File: src/rtl/mvm_pkg.sv
// Shared definitions for the MVM loader slice: default geometry,
// the loader state encoding and the size of one complete operand set.
package mvm_pkg;

    localparam int K = 16;
    localparam int B = 8;

    // One run needs the full matrix (row-major) followed by the vector.
    localparam int MVM_WORDS = K * K + K;

    typedef enum logic [3:0] {
        IDLE,
        FILL,
        LOAD_A,
        GAP_A,
        LOAD_X,
        GAP_X,
        START,
        WAIT_DONE,
        DRAIN
    } state_t;

endpackage

File: src/rtl/mvm_loader_if.sv
// Upstream element stream feeding the loader: a plain valid/ready
// handshake carrying one signed element per transfer.
interface mvm_loader_if #(
    parameter int B = mvm_pkg::B
);
    logic                s_valid;
    logic signed [B-1:0] s_data;
    logic                s_ready;

    modport master (output s_valid, output s_data, input s_ready);
    modport slave  (input s_valid, input s_data, output s_ready);
endinterface

File: src/rtl/mvm_stage_buf.sv
// Single-port staging RAM for one operand set. The read port is
// registered and returns zero whenever no read is requested, so its
// output register can drive the MVM data bus directly.
module mvm_stage_buf #(
    parameter int B         = 8,
    parameter int LOG_DEPTH = 9
) (
    input  logic                 clk,
    input  logic                 we,
    input  logic                 re,
    input  logic [LOG_DEPTH-1:0] addr,
    input  logic signed [B-1:0]  wdata,
    output logic signed [B-1:0]  rdata
);

    logic signed [B-1:0] mem [2**LOG_DEPTH];

    // Write on request; registered read that idles at zero between reads.
    always_ff @(posedge clk) begin
        if (we) begin
            mem[addr] <= wdata;
        end
        if (re) begin
            rdata <= mem[addr];
        end else begin
            rdata <= '0;
        end
    end

endmodule

File: src/rtl/mvm_loader.sv
// Collects K*K matrix words and K vector words from the upstream stream,
// then replays them into the MVM with the loadMatrix/loadVector/start
// pulses, waits for done and holds busy through the K+1 cycle result sweep.
module mvm_loader #(
    parameter int K         = mvm_pkg::K,
    parameter int B         = mvm_pkg::B,
    parameter int LOG_DEPTH = 9
) (
    input  logic                clk,
    input  logic                reset,
    mvm_loader_if.slave         s,
    output logic                load_matrix,
    output logic                load_vector,
    output logic                start,
    output logic signed [B-1:0] data_in,
    input  logic                mvm_done,
    output logic                busy,
    output logic                run_done
);

    import mvm_pkg::*;

    localparam logic [LOG_DEPTH-1:0] FILL_LAST  = LOG_DEPTH'(K * K + K - 1);
    localparam logic [LOG_DEPTH-1:0] A_END      = LOG_DEPTH'(K * K);
    localparam logic [LOG_DEPTH-1:0] X_END      = LOG_DEPTH'(K * K + K);
    localparam logic [LOG_DEPTH-1:0] DRAIN_LAST = LOG_DEPTH'(K);
    localparam logic [LOG_DEPTH-1:0] DRAIN_PRE  = LOG_DEPTH'(K - 1);
    localparam logic [LOG_DEPTH-1:0] ONE        = LOG_DEPTH'(1);

    state_t               state;
    logic [LOG_DEPTH-1:0] fill_cnt;
    logic [LOG_DEPTH-1:0] rd_cnt;
    logic [LOG_DEPTH-1:0] drain_cnt;

    logic                 xfer;
    logic                 buf_we;
    logic                 buf_re;
    logic [LOG_DEPTH-1:0] buf_addr;

    // Buffer control: writes while filling, reads while a load state still
    // has words left; reset suppresses both so data_in clears immediately.
    always_comb begin
        xfer     = s.s_valid && s.s_ready;
        buf_we   = xfer && !reset;
        buf_re   = !reset &&
                   ((state == LOAD_A && rd_cnt != A_END) ||
                    (state == LOAD_X && rd_cnt != X_END));
        buf_addr = (state == IDLE || state == FILL) ? fill_cnt : rd_cnt;
    end

    // The buffer's registered read port is the data_in output register.
    mvm_stage_buf #(
        .B         (B),
        .LOG_DEPTH (LOG_DEPTH)
    ) u_buf (
        .clk   (clk),
        .we    (buf_we),
        .re    (buf_re),
        .addr  (buf_addr),
        .wdata (s.s_data),
        .rdata (data_in)
    );

    // Sequencer: state, counters and all registered control outputs.
    always_ff @(posedge clk) begin
        if (reset) begin
            state       <= IDLE;
            fill_cnt    <= '0;
            rd_cnt      <= '0;
            drain_cnt   <= '0;
            s.s_ready   <= 1'b0;
            load_matrix <= 1'b0;
            load_vector <= 1'b0;
            start       <= 1'b0;
            busy        <= 1'b0;
            run_done    <= 1'b0;
        end else begin
            load_matrix <= 1'b0;
            load_vector <= 1'b0;
            start       <= 1'b0;
            run_done    <= 1'b0;
            case (state)
                IDLE, FILL: begin
                    s.s_ready <= 1'b1;
                    if (xfer) begin
                        fill_cnt <= fill_cnt + ONE;
                        if (fill_cnt == FILL_LAST) begin
                            state       <= LOAD_A;
                            s.s_ready   <= 1'b0;
                            busy        <= 1'b1;
                            load_matrix <= 1'b1;
                            rd_cnt      <= '0;
                        end else begin
                            state <= FILL;
                        end
                    end
                end
                LOAD_A: begin
                    if (rd_cnt == A_END) begin
                        state <= GAP_A;
                    end else begin
                        rd_cnt <= rd_cnt + ONE;
                    end
                end
                GAP_A: begin
                    state       <= LOAD_X;
                    load_vector <= 1'b1;
                end
                LOAD_X: begin
                    if (rd_cnt == X_END) begin
                        state <= GAP_X;
                    end else begin
                        rd_cnt <= rd_cnt + ONE;
                    end
                end
                GAP_X: begin
                    state <= START;
                    start <= 1'b1;
                end
                START: begin
                    state <= WAIT_DONE;
                end
                WAIT_DONE: begin
                    if (mvm_done) begin
                        state     <= DRAIN;
                        drain_cnt <= '0;
                    end
                end
                DRAIN: begin
                    if (drain_cnt == DRAIN_LAST) begin
                        state     <= IDLE;
                        fill_cnt  <= '0;
                        rd_cnt    <= '0;
                        drain_cnt <= '0;
                        busy      <= 1'b0;
                        s.s_ready <= 1'b1;
                    end else begin
                        drain_cnt <= drain_cnt + ONE;
                        run_done  <= (drain_cnt == DRAIN_PRE);
                    end
                end
                default: begin
                    state <= IDLE;
                end
            endcase
        end
    end

endmodule

File: src/flat_wrapper.sv
// flat-port wrapper written by rule: the top's interface ports become plain ports
module mvm_loader_flat import mvm_pkg::*;
#(
    parameter int K         = mvm_pkg::K,
    parameter int B         = mvm_pkg::B,
    parameter int LOG_DEPTH = 9
)
  (clk, reset, load_matrix, load_vector, start, data_in, mvm_done, busy, run_done, s_s_valid, s_s_data, s_s_ready);
  mvm_loader_if #(.B(B)) s_i ();
  input  logic clk;
  input  logic reset;
  output logic load_matrix;
  output logic load_vector;
  output logic start;
  output logic signed [B-1:0] data_in;
  input  logic mvm_done;
  output logic busy;
  output logic run_done;
  input wire logic [$bits(s_i.s_valid)-1:0] s_s_valid;
  input wire logic [$bits(s_i.s_data)-1:0] s_s_data;
  output wire logic [$bits(s_i.s_ready)-1:0] s_s_ready;
  assign s_i.s_valid = s_s_valid;
  assign s_i.s_data = s_s_data;
  assign s_s_ready = s_i.s_ready;
  mvm_loader #(.K(K), .B(B), .LOG_DEPTH(LOG_DEPTH)) u_core (.clk(clk), .reset(reset), .s(s_i), .load_matrix(load_matrix), .load_vector(load_vector), .start(start), .data_in(data_in), .mvm_done(mvm_done), .busy(busy), .run_done(run_done));
endmodule
File: config.mk
export PLATFORM = sky130hd
export DESIGN_NAME = mvm_loader_flat
export DESIGN_NICKNAME = d
export VERILOG_FILES = /design/src/rtl/mvm_pkg.sv /design/src/rtl/mvm_loader_if.sv /design/src/rtl/mvm_stage_buf.sv /design/src/rtl/mvm_loader.sv /design/src/flat_wrapper.sv
export SDC_FILE = /design/constraint.sdc
export NUM_CORES = 2
export LEC_CHECK = 0
export CAP_MARGIN = 0
export CORE_MARGIN = 1.5
export CORE_UTILIZATION = 35
export DETAILED_ROUTE_END_ITERATION = 10
export DONT_BUFFER_PORTS = 1
export GPL_ROUTABILITY_DRIVEN = 0
export PLACE_DENSITY = 0.6
export SLEW_MARGIN = 20
export SYNTH_ARGS = -nofsm -noshare
export SYNTH_HDL_FRONTEND = slang
export SYNTH_HIERARCHICAL = 1
export SYNTH_SLANG_ARGS = --single-unit
File: constraint.sdc
create_clock -name clk -period 5.2 [get_ports clk]
set_input_delay 1.04 -clock clk [delete_from_list [all_inputs] [get_ports clk]]
set_output_delay 1.04 -clock clk [all_outputs]
set_load 0.005 [all_outputs]
==> results.cfg <==
[synth]
ys.flop_type = edfxtp_1
ys_warn_count = 6
async_reset_ff_share_pct = 0
syn_area_mm2 = 0.161
syn_inst = 7778
synth-seq-area-share_pct = 77.0
synth_nets = 7795
synth_top_area_cell = edfxtp_1
synth.most_common_cell = edfxtp_1
synth_seq_cells = 4141
synth_cell_type_count = 84
syn-mean-instance-area_um2 = 20.7
synth_common_cells = edfxtp_1, mux4_2, nor2_1, mux2i_1, clkbuf_1
synth_edf_count = 4096
synth.area.top_cells = edfxtp_1, mux4_2, mux2i_1
synth_top_area_share_pct = 76.4

[timing]
fin_crit_sh_pct = 98.8
tightestPinTransition_ns = 1.55
setup_viol = 0
tns_ns = 0
finalWorstSetupSlack_ns = 0.0606
rsz0062_at_grt = no
fin_skew_ns = 0.0691
hold_violations = 0
slew_violations = 41
period_needed_ns = 5.14
max_freq_mhz = 195
slew_headroom_pct = -3.56

[layout]
num-fill-cells = 39983
drive_above_1_share_pct = 22.8
final_nets = 8065
final_util_pct = 40.1
area_growth_pct = 13.8

[routing]
via_per_inst = 5.68
first_iter_violations = 11151
ant_nets = 0
drc = 0
drt_pass1_iterations = 7
finalWirelength_mm = 448
wl_per_cell_um = 30.9
vias = 82445

[clock_network]
cts_max_level = 5
cts_tree = done
clkSinkCount = 4141
clk_latency_ns = 0.99
cts_buffers = 417
clock_path_buffers = 4
clk_pin_slew_ns = 0.06
ctsRootBufferMaster = clkbuf_16

[power]
sequentialPowerShare_pct = 54.3
pwr-share-clk_pct = 42.9
p_sw_share_pct = 20.4
power_density_mw_per_mm2 = 369
p_leak_nw = 54.5
peakVddDrop_mv = 0.265
switchingPower_mw = 13.8
p_int_mw = 53.8
combPwrFrac_pct = 2.8

[placement]
pre_cts_slack_ns = -0.0218
post-dp-hpwl_mm = 271
port_buffers = 0

[floorplan]
die_width_um = 681
core_area_mm2 = 0.457
io_pins = 26
row_count = 248
dieArea_mm2 = 0.464
die-height_um = 681
start_util_pct = 35.2

[critical_path]
arrival_ns = 5.99
start_kind = flop
worst_setup_path_end_kind = flop
crit_fanout = 25
timing.rr.start = u_core/state[2]
required_ns = 6.05
regToRegSetupSlack_ns = 0.06
r2r_end = u_core/u_buf/rdata[5]
critical_path_class = reg2reg
reg2reg_depth = 13

[run]
drv_cap = 0

[global_route]
met3_usage_pct = 4.33
grt.met2_usage_pct = 28.8
antenna_found_initial = 20
met1_usage_pct = 26.4
overflow = 0
busiest_layer = met2
grt_pass1_wl_mm = 629
grt_pass1_vias = 81229
grt_max_degree = 513
grt_usage_pct = 18.9

[outcome]
violations = slew limit
status = finished with violations

[worst_hold_path]
hold_depth = 1
worstHoldEndpoint = u_core/rd_cnt[7]
hp-start = reset
hp-class = in2reg
==> layer usage <==
| layer | routed length [um] | part of all wire (%) | vias to the layer above |
|---|---|---|---|
| met5 | 80 | 0.018 | - |
| met4 | 19900 | 4.4 | 12 |
| met3 | 44800 | 10 | 812 |
| met2 | 203000 | 45 | 4396 |
| met1 | 180000 | 40 | 44242 |
| li1 | - | - | 32983 |
==> power by group through the flow <==
stage | logic [mW] | registers (mW) | clock network, mW
6_report | 1.90 | 36.7 | 29.0
3_3_place_gp | 1.72 | 37.4 | 0
3_5_place_dp | 1.72 | 37.4 | 0
4_1_cts | 1.72 | 36.7 | 29.4
2_1_floorplan | 1.20 | 37.4 | 0
5_1_grt | 1.98 | 36.7 | 30.7
==> critical path: stages, from the launching register on <==
cell and delay (ns):
dfxtp_1 0.36, nor3_4 0.19, buf_4 0.31, nand2_1 0.15
o21ai_4 0.15, buf_12 0.27, buf_12 0.28, buf_4 0.19
mux4_2 0.49, mux4_2 0.47, a22o_1 0.38, nor4b_1 0.96
nand4b_1 0.22, o41a_1 0.47
==> layout make-up <==
class	count	area, um^2	area share (%)
inverter	22	92.6	0.0505
clock buffer	541	11100	6.04
multi-input combinational	3131	35000	19.1
timing repair buffer	335	3410	1.86
antenna	10	25.0	0.0137
clock inverter	218	2010	1.10
tap	6125	7660	4.18
sequential	4141	124000	67.6
==> flip-flops by register name, indices dropped and copies added, names as in the netlist, 4 cells and up <==
signal,flops
u_core/drain_cnt,9
u_core/u_buf/rdata,8
u_core/fill_cnt,9
u_core/state,4
u_core/rd_cnt,9
u_core/u_buf/mem,4096
==> repair_timing <==
action,CTS,global route
endpoints found under the setup margin,1,0
hold buffers,0,0
buffers inserted,0,0
gates resized for setup,1,0
==> kinds of logic (layout without fill, tap and decap cells) <==
group	Yosys count	in the layout	share of synthesized area [%]
flip-flops	4141	4141	77.0
multiplexers	1370	1370	15.6
AND/OR/NAND/NOR	1048	1048	2.93
AO/OA/AOI/OAI	701	701	2.96
buffers and inverters	506	1116	1.48
adder cells (fa/ha/maj)	6	6	0.0451
XOR/XNOR	6	6	0.0326
other	0	10	0
==> cells in the final DEF (no fill, tap or decap), drive strengths merged, types with 38 or more instances in the layout <==
master and instances:
mux2 52, dfxtp 45, mux4 904, nand4 42, mux2i 414, a22oi 129
nor2 589, buf 335, o22ai 134, clkinv 166, nand2 156, o21ai 125
edfxtp 4096, a21oi 99, nand3 92, clkbuf 541, inv 38
==> metrics by stage <==
step / total power, mW / instance area [um^2] / instances / hold WS, ns
after floorplan: 38.6 / 161000 / 7778 / 0.439
after global placement: 39.1 / 170000 / 13747 / 0.451
after detailed placement: 39.1 / 170000 / 13747 / 0.477
after CTS: 67.9 / 183000 / 14506 / 0.0539
after global routing: 69.3 / 183000 / 14514 / 0.0699
final: 67.6 / 183000 / 14523 / 0.112
==> worst max-delay path by stage <==
stage / from / end / slack [ns]
after global routing: u_core/state[2] / u_core/u_buf/rdata[4] / 0.01
after detailed placement: u_core/state[2] / u_core/u_buf/rdata[0] / -0.02
after CTS: u_core/state[2] / u_core/u_buf/rdata[4] / 0.04
after floorplan: u_core/state[2] / u_core/u_buf/mem[475][0] / 1.05
final: u_core/state[2] / u_core/u_buf/rdata[5] / 0.06
after global placement: u_core/state[2] / u_core/u_buf/rdata[4] / -0.31
(Power assumes the default switching activity.)
